==> src/rtl/vga_timing_gen_if.sv <==
// Bundle of pixel-enable/run inputs and raster outputs of the timing generator.
// The master side drives CE/EN; the slave side is the generator itself.
interface vga_timing_gen_if #(
  parameter int unsigned CW  = 12,
  parameter int unsigned FCW = 16
);
  logic           i_PIX_CE;
  logic           i_EN;
  logic           o_HSYNC;
  logic           o_VSYNC;
  logic           o_DE;
  logic           o_HBLANK;
  logic           o_VBLANK;
  logic [CW-1:0]  o_X_COORD;
  logic [CW-1:0]  o_Y_COORD;
  logic           o_LINE_START;
  logic           o_FRAME_START;
  logic [FCW-1:0] o_FRAME_CNT;
  logic           o_RUNNING;

  modport master (
    output i_PIX_CE, i_EN,
    input  o_HSYNC, o_VSYNC, o_DE, o_HBLANK, o_VBLANK, o_X_COORD, o_Y_COORD,
           o_LINE_START, o_FRAME_START, o_FRAME_CNT, o_RUNNING
  );

  modport slave (
    input  i_PIX_CE, i_EN,
    output o_HSYNC, o_VSYNC, o_DE, o_HBLANK, o_VBLANK, o_X_COORD, o_Y_COORD,
           o_LINE_START, o_FRAME_START, o_FRAME_CNT, o_RUNNING
  );
endinterface

==> src/rtl/vga_timing_gen.sv <==
// Parametrised raster timing generator with pixel clock-enable and run/stop control.
// Every output is registered from the next raster position, so syncs, DE and coords never skew.
module vga_timing_gen #(
  parameter int unsigned H_ACTIVE   = 640,
  parameter int unsigned H_FP       = 16,
  parameter int unsigned H_SYNC     = 96,
  parameter int unsigned H_BP       = 48,
  parameter int unsigned V_ACTIVE   = 480,
  parameter int unsigned V_FP       = 10,
  parameter int unsigned V_SYNC     = 2,
  parameter int unsigned V_BP       = 33,
  parameter bit          H_SYNC_POL = 1'b0,
  parameter bit          V_SYNC_POL = 1'b0,
  parameter int unsigned CW         = 12,
  parameter int unsigned FCW        = 16
) (
  input logic              i_CLK,
  input logic              i_RST,
  vga_timing_gen_if.slave  bus_io
);

  localparam int unsigned H_TOTAL = H_ACTIVE + H_FP + H_SYNC + H_BP;
  localparam int unsigned V_TOTAL = V_ACTIVE + V_FP + V_SYNC + V_BP;

  if (64'(H_TOTAL) > (64'd1 << CW)) begin : g_h_total_chk
    $error("H_TOTAL does not fit in CW bits");
  end
  if (64'(V_TOTAL) > (64'd1 << CW)) begin : g_v_total_chk
    $error("V_TOTAL does not fit in CW bits");
  end

  localparam logic [CW-1:0] HActive    = CW'(H_ACTIVE);
  localparam logic [CW-1:0] VActive    = CW'(V_ACTIVE);
  localparam logic [CW-1:0] HLast      = CW'(H_TOTAL - 1);
  localparam logic [CW-1:0] VLast      = CW'(V_TOTAL - 1);
  localparam logic [CW-1:0] HSyncStart = CW'(H_ACTIVE + H_FP);
  localparam logic [CW-1:0] HSyncEnd   = CW'(H_ACTIVE + H_FP + H_SYNC);
  localparam logic [CW-1:0] VSyncStart = CW'(V_ACTIVE + V_FP);
  localparam logic [CW-1:0] VSyncEnd   = CW'(V_ACTIVE + V_FP + V_SYNC);

  typedef enum logic [0:0] {StIdle, StRun} state_e;

  state_e         state_q, state_d;
  logic [CW-1:0]  h_q, h_d, v_q, v_d;
  logic [FCW-1:0] cnt_q, cnt_d;
  logic hsync_q, hsync_d, vsync_q, vsync_d, de_q, de_d;
  logic hblank_q, hblank_d, vblank_q, vblank_d;
  logic line_start_q, line_start_d, frame_start_q, frame_start_d;

  always_comb begin
    state_d = state_q;
    h_d     = h_q;
    v_d     = v_q;
    cnt_d   = cnt_q;
    if (bus_io.i_PIX_CE) begin
      unique case (state_q)
        StIdle: begin
          if (bus_io.i_EN) begin
            state_d = StRun;
            h_d     = '0;
            v_d     = '0;
          end
        end
        StRun: begin
          if (h_q != HLast) begin
            h_d = h_q + 1'b1;
          end else if (v_q != VLast) begin
            h_d = '0;
            v_d = v_q + 1'b1;
          end else if (bus_io.i_EN) begin
            h_d   = '0;
            v_d   = '0;
            cnt_d = cnt_q + 1'b1;
          end else begin
            // Stop at the frame end; coordinates keep the last position.
            state_d = StIdle;
          end
        end
      endcase
    end

    // Outputs decode the next position, so a held CE holds every output.
    hsync_d       = ~H_SYNC_POL;
    vsync_d       = ~V_SYNC_POL;
    de_d          = 1'b0;
    hblank_d      = 1'b1;
    vblank_d      = 1'b1;
    line_start_d  = 1'b0;
    frame_start_d = 1'b0;
    if (state_d == StRun) begin
      hsync_d       = (h_d >= HSyncStart && h_d < HSyncEnd) ? H_SYNC_POL : ~H_SYNC_POL;
      vsync_d       = (v_d >= VSyncStart && v_d < VSyncEnd) ? V_SYNC_POL : ~V_SYNC_POL;
      hblank_d      = (h_d >= HActive);
      vblank_d      = (v_d >= VActive);
      de_d          = !hblank_d && !vblank_d;
      line_start_d  = (h_d == '0);
      frame_start_d = (h_d == '0) && (v_d == '0);
    end
  end

  always_ff @(posedge i_CLK) begin
    if (i_RST) begin
      state_q       <= StIdle;
      h_q           <= '0;
      v_q           <= '0;
      cnt_q         <= '0;
      hsync_q       <= ~H_SYNC_POL;
      vsync_q       <= ~V_SYNC_POL;
      de_q          <= 1'b0;
      hblank_q      <= 1'b1;
      vblank_q      <= 1'b1;
      line_start_q  <= 1'b0;
      frame_start_q <= 1'b0;
    end else begin
      state_q       <= state_d;
      h_q           <= h_d;
      v_q           <= v_d;
      cnt_q         <= cnt_d;
      hsync_q       <= hsync_d;
      vsync_q       <= vsync_d;
      de_q          <= de_d;
      hblank_q      <= hblank_d;
      vblank_q      <= vblank_d;
      line_start_q  <= line_start_d;
      frame_start_q <= frame_start_d;
    end
  end

  assign bus_io.o_HSYNC       = hsync_q;
  assign bus_io.o_VSYNC       = vsync_q;
  assign bus_io.o_DE          = de_q;
  assign bus_io.o_HBLANK      = hblank_q;
  assign bus_io.o_VBLANK      = vblank_q;
  assign bus_io.o_X_COORD     = h_q;
  assign bus_io.o_Y_COORD     = v_q;
  assign bus_io.o_LINE_START  = line_start_q;
  assign bus_io.o_FRAME_START = frame_start_q;
  assign bus_io.o_FRAME_CNT   = cnt_q;
  assign bus_io.o_RUNNING     = (state_q == StRun);

endmodule

==> src/flat_wrapper.sv <==
// flat-port wrapper written by rule: the top's interface ports become plain ports
module vga_timing_gen_flat 
#(
  parameter int unsigned H_ACTIVE   = 640,
  parameter int unsigned H_FP       = 16,
  parameter int unsigned H_SYNC     = 96,
  parameter int unsigned H_BP       = 48,
  parameter int unsigned V_ACTIVE   = 480,
  parameter int unsigned V_FP       = 10,
  parameter int unsigned V_SYNC     = 2,
  parameter int unsigned V_BP       = 33,
  parameter bit          H_SYNC_POL = 1'b0,
  parameter bit          V_SYNC_POL = 1'b0,
  parameter int unsigned CW         = 12,
  parameter int unsigned FCW        = 16
)
  (i_CLK, i_RST, bus_io_i_PIX_CE, bus_io_i_EN, bus_io_o_HSYNC, bus_io_o_VSYNC, bus_io_o_DE, bus_io_o_HBLANK, bus_io_o_VBLANK, bus_io_o_X_COORD, bus_io_o_Y_COORD, bus_io_o_LINE_START, bus_io_o_FRAME_START, bus_io_o_FRAME_CNT, bus_io_o_RUNNING);
  vga_timing_gen_if #(.CW(CW), .FCW(FCW)) bus_io_i ();
  input logic i_CLK;
  input logic i_RST;
  input wire logic [$bits(bus_io_i.i_PIX_CE)-1:0] bus_io_i_PIX_CE;
  input wire logic [$bits(bus_io_i.i_EN)-1:0] bus_io_i_EN;
  output wire logic [$bits(bus_io_i.o_HSYNC)-1:0] bus_io_o_HSYNC;
  output wire logic [$bits(bus_io_i.o_VSYNC)-1:0] bus_io_o_VSYNC;
  output wire logic [$bits(bus_io_i.o_DE)-1:0] bus_io_o_DE;
  output wire logic [$bits(bus_io_i.o_HBLANK)-1:0] bus_io_o_HBLANK;
  output wire logic [$bits(bus_io_i.o_VBLANK)-1:0] bus_io_o_VBLANK;
  output wire logic [$bits(bus_io_i.o_X_COORD)-1:0] bus_io_o_X_COORD;
  output wire logic [$bits(bus_io_i.o_Y_COORD)-1:0] bus_io_o_Y_COORD;
  output wire logic [$bits(bus_io_i.o_LINE_START)-1:0] bus_io_o_LINE_START;
  output wire logic [$bits(bus_io_i.o_FRAME_START)-1:0] bus_io_o_FRAME_START;
  output wire logic [$bits(bus_io_i.o_FRAME_CNT)-1:0] bus_io_o_FRAME_CNT;
  output wire logic [$bits(bus_io_i.o_RUNNING)-1:0] bus_io_o_RUNNING;
  assign bus_io_i.i_PIX_CE = bus_io_i_PIX_CE;
  assign bus_io_i.i_EN = bus_io_i_EN;
  assign bus_io_o_HSYNC = bus_io_i.o_HSYNC;
  assign bus_io_o_VSYNC = bus_io_i.o_VSYNC;
  assign bus_io_o_DE = bus_io_i.o_DE;
  assign bus_io_o_HBLANK = bus_io_i.o_HBLANK;
  assign bus_io_o_VBLANK = bus_io_i.o_VBLANK;
  assign bus_io_o_X_COORD = bus_io_i.o_X_COORD;
  assign bus_io_o_Y_COORD = bus_io_i.o_Y_COORD;
  assign bus_io_o_LINE_START = bus_io_i.o_LINE_START;
  assign bus_io_o_FRAME_START = bus_io_i.o_FRAME_START;
  assign bus_io_o_FRAME_CNT = bus_io_i.o_FRAME_CNT;
  assign bus_io_o_RUNNING = bus_io_i.o_RUNNING;
  vga_timing_gen #(.H_ACTIVE(H_ACTIVE), .H_FP(H_FP), .H_SYNC(H_SYNC), .H_BP(H_BP), .V_ACTIVE(V_ACTIVE), .V_FP(V_FP), .V_SYNC(V_SYNC), .V_BP(V_BP), .H_SYNC_POL(H_SYNC_POL), .V_SYNC_POL(V_SYNC_POL), .CW(CW), .FCW(FCW)) u_core (.i_CLK(i_CLK), .i_RST(i_RST), .bus_io(bus_io_i));
endmodule
==> config.mk <==
export PLATFORM = sky130hd
export DESIGN_NAME = vga_timing_gen_flat
export DESIGN_NICKNAME = d
export VERILOG_FILES = /design/src/rtl/vga_timing_gen_if.sv /design/src/rtl/vga_timing_gen.sv /design/src/flat_wrapper.sv
export SDC_FILE = /design/constraint.sdc
export NUM_CORES = 1
export LEC_CHECK = 0
export CAP_MARGIN = 20
export CORE_MARGIN = 4
export CORE_UTILIZATION = 47
export DETAILED_ROUTE_END_ITERATION = 16
export GPL_TIMING_DRIVEN = 0
export PLACE_DENSITY = 0.86
export SLEW_MARGIN = 20
export SYNTH_ARGS = -nofsm -noshare
export SYNTH_HDL_FRONTEND = slang
export SYNTH_SLANG_ARGS = --single-unit
==> constraint.sdc <==
create_clock -name i_CLK -period 2.5 [get_ports i_CLK]
set_input_delay 0.5 -clock i_CLK [delete_from_list [all_inputs] [get_ports i_CLK]]
set_output_delay 0.5 -clock i_CLK [all_outputs]
set_load 0.05 [all_outputs]
==> results.md <==
* Area contributors post-synth: dfxtp_1 36%, nor2_1 5.5%, nand3_1 3.4%
* Drt drc at 0
* # IOs at 52
* Pin count of the biggest net entering global routing at 15
* Vias at ~2,900
* Initial antenna violation count at 0
* N_diodes at 0
* Total Wirelength at a little over 8 mm
* Vias in the first global route at ~2,600
* Post-route minimum period at about 2.5 ns
* Drt pass-1 iters at 5
* CTS Buf Count at 5
* Final nets at a little over 400
* Global router's overall resource usage at 20.8%
* Final GP Congestion at 0.953
* Global-route wire length before repair at roughly 12 mm
* Distinct cells, synth at 59
* Core area at about 5500 sq um
* Setup WS post-layout at -0.0351 ns
* Number of enable flip-flop cells after synthesis at 0
* Fillers at 430
* Die area at 6930 sq um
* Slew @ Worst Pin at ~0.6 ns
* DPL Wire Length at 5.21 mm
* R2R setup slack at -0.04 ns
* Clk_skew at about 0.013 ns
* Hold Worst Slack at 0.510 ns
* Number of hold buffers added after CTS at 0
* RSZ-0062 raised after global routing: yes
* Final Max Slew Viols at 0
* Mapped Cells at 321
* Height of the die at around 83 um
* Skew-Pair Late Insertion Delay at 0.31 ns
* Hold Vio Cnt, Final at 0
* Max-slew headroom at 60.1%
* Register bit total from synthesis at between 40 and 50
* Ys Warns at 0
* Starting DRT DRC Count at 333
* Fmax at a little under 400 MHz
* Register Area at a little under 1000 sq um
* Syn Std Cell Area at between 2000 and 3000 sq um
* Clk sinks at between 40 and 50
* Post-synth net total at 329
* Status: finished, violations left
* Total of max-cap violations at 0
* Clk buf depth at 2
* Crit path DAT at between 2 and 3 ns
* Synth cell count leaders: 48 x dfxtp_1, 39 x nor2_1, 21 x nand2_1
* Top-area cell type share of the netlist area at a little over a third
* Most common cell in the netlist: dfxtp_1
* Setup crit end kind: flip-flop
* FFs w/ async S/R, synth at 0%
* Final period util at 101%
* Pleak at 1.37 nW
* Congestion Overflow GR at 0
* Site Rows at 27
* Sequential area share after synthesis at 36.1%
* Setup TNS at -0.0351 ns
* CP max FO at 6
* Kind of critical path: flip-flop to flip-flop
* DIE WIDTH at between 80 and 90 um
* Violated checks: negative setup slack
* Detail Route Antenna Nets at 0
* VDD IR-drop max at 240 uV
* Starting Density at 48.3%
* P per Cell Area at 367 nW/um^2
* Share of post-route cells with drive strength above 1 at 23.0%
* Port-buffer cells at between 50 and 60
* Area of the multi-input gates at approximately 1700 sq um
* CP required at around 2.7 ns
* Crit start category: flip-flop
* Via density at 6.06
* CTS H-tree lvls at 2
* CTS tree: done
* Worst-path clk slew at 0.09 ns
* Final setup violation count at 1
* Post-Syn Area per Cell at approximately 8.3 sq um
* Wirelength per Cell at between 15 and 20 um
* Area leader, netlist: dfxtp_1
* Main flop type after synthesis: dfxtp_1
* Clock Root Buffer: clkbuf_8
* Hold Path Class: flip-flop to flip-flop
* Layout area overhead at 40.7%
## registers in the layout, indices dropped and copies added, names as in the netlist
name and flops:
u_core.bus_io.o_DE 1, u_core.bus_io.o_LINE_START 1, u_core.bus_io.o_RUNNING 1, u_core.bus_io.o_Y_COORD 12, u_core.bus_io.o_HSYNC 1, u_core.bus_io.o_X_COORD 12, u_core.bus_io.o_VBLANK 1, u_core.bus_io.o_HBLANK 1
u_core.bus_io.o_VSYNC 1, u_core.bus_io.o_FRAME_START 1, u_core.bus_io.o_FRAME_CNT 16
## layout make-up
class / instances / area share, %
Multi-Input combinational cell: 249 / 46.3
Buffer: 11 / 2.17
Inverter: 10 / 1.00
Sequential cell: 48 / 26.4
Clock inverter: 2 / 0.301
Clock buffer: 6 / 1.94
Tap cell: 72 / 2.41
Timing Repair Buffer: 79 / 19.5
## final timing paths
check,from,to,cells past startpoint
hold / removal,u_core.bus_io.o_FRAME_CNT[12]$_SDFFE_PP0P_,u_core.bus_io.o_FRAME_CNT[12]$_SDFFE_PP0P_,2
hold reg to reg,u_core.bus_io.o_FRAME_CNT[12]$_SDFFE_PP0P_,u_core.bus_io.o_FRAME_CNT[12]$_SDFFE_PP0P_,2
setup / recovery,u_core.bus_io.o_X_COORD[1]$_SDFF_PP0_,u_core.bus_io.o_VSYNC$_SDFF_PP1_,10
setup reg to reg,u_core.bus_io.o_X_COORD[1]$_SDFF_PP0_,u_core.bus_io.o_VSYNC$_SDFF_PP1_,10
## critical path, cell delays in order, from the launching register on
cell	delay (ns)
dfxtp_4	0.36
ha_4	0.14
and4_1	0.20
buf_6	0.12
nand3_4	0.11
buf_8	0.18
o21ai_1	0.24
o21ai_1	0.15
a211oi_2	0.29
nand2_1	0.09
or4_4	0.52
## routing by layer
layer / wire length (um) / global-route usage, % / vias to the layer above
li1: - / - / 1335
met1: 3300 / 26.3 / 1349
met2: 3820 / 34.7 / 174
met3: 718 / 4.76 / 32
met4: 250 / 7.43 / 0
met5: 0 / 0 / -
## repair_timing
action,CTS,global route
pin swaps,7,13
buffers inserted,10,18
gates resized for setup,17,30
endpoints found under the setup margin,6,11
endpoints found under the hold margin,0,0
## power by group
part / switching, mW / internal (mW)
Combinational: 0.0906 / 0.0472
Sequential: 0.00477 / 0.768
Clock: 0.267 / 0.194
## layout by cell type, fill, tap and decap left out, types with 3 or more instances in the layout
| cell | instances |
|---|---|
| clkdlybuf4s50_1 | 49 |
| nor2_1 | 39 |
| dfxtp_1 | 33 |
| buf_4 | 28 |
| nand2_1 | 19 |
| nand3_1 | 17 |
| a21oi_1 | 15 |
| nand4_1 | 13 |
| dfxtp_2 | 12 |
| o21ai_0 | 11 |
| inv_1 | 10 |
| nor2b_1 | 10 |
| nor3_1 | 9 |
| xor2_1 | 9 |
| o21ai_1 | 8 |
| xnor2_1 | 7 |
| or3_1 | 6 |
| clkbuf_1 | 5 |
| nor4_2 | 5 |
| and3_1 | 5 |
| clkbuf_8 | 5 |
| and2_1 | 4 |
| and4_1 | 3 |
| o21ai_2 | 3 |
| a21o_1 | 3 |
| a22oi_1 | 3 |
| nor4_1 | 3 |
| ha_1 | 3 |
| dfxtp_4 | 3 |
## per-stage QoR
stage	cells	utilization [%]	setup WS [ns]	power (mW)	cell area [sq um]
6_report	477	68.0	-0.0351	1.37	3740
5_1_grt	477	68.0	-0.107	1.42	3740
4_1_cts	462	63.6	0.00644	1.36	3500
3_5_place_dp	444	59.9	-0.644	0.912	3300
3_3_place_gp	444	59.9	-0.607	0.910	3300
2_1_floorplan	321	-	0.0164	0.871	2700
## cells by family (layout without fill, tap and decap cells)
| group | Yosys count | after routing | synth area share [%] |
|---|---|---|---|
| adder cells (fa/ha/maj) | 4 | 4 | 1.88 |
| multiplexers | 1 | 1 | 0.376 |
| flip-flops | 48 | 48 | 36.1 |
| XOR/XNOR | 16 | 16 | 5.27 |
| buffers and inverters | 24 | 108 | 4.66 |
| AO/OA/AOI/OAI | 66 | 66 | 16.3 |
| AND/OR/NAND/NOR | 162 | 162 | 35.4 |
Note: power is estimated with default switching activity, not from simulation.
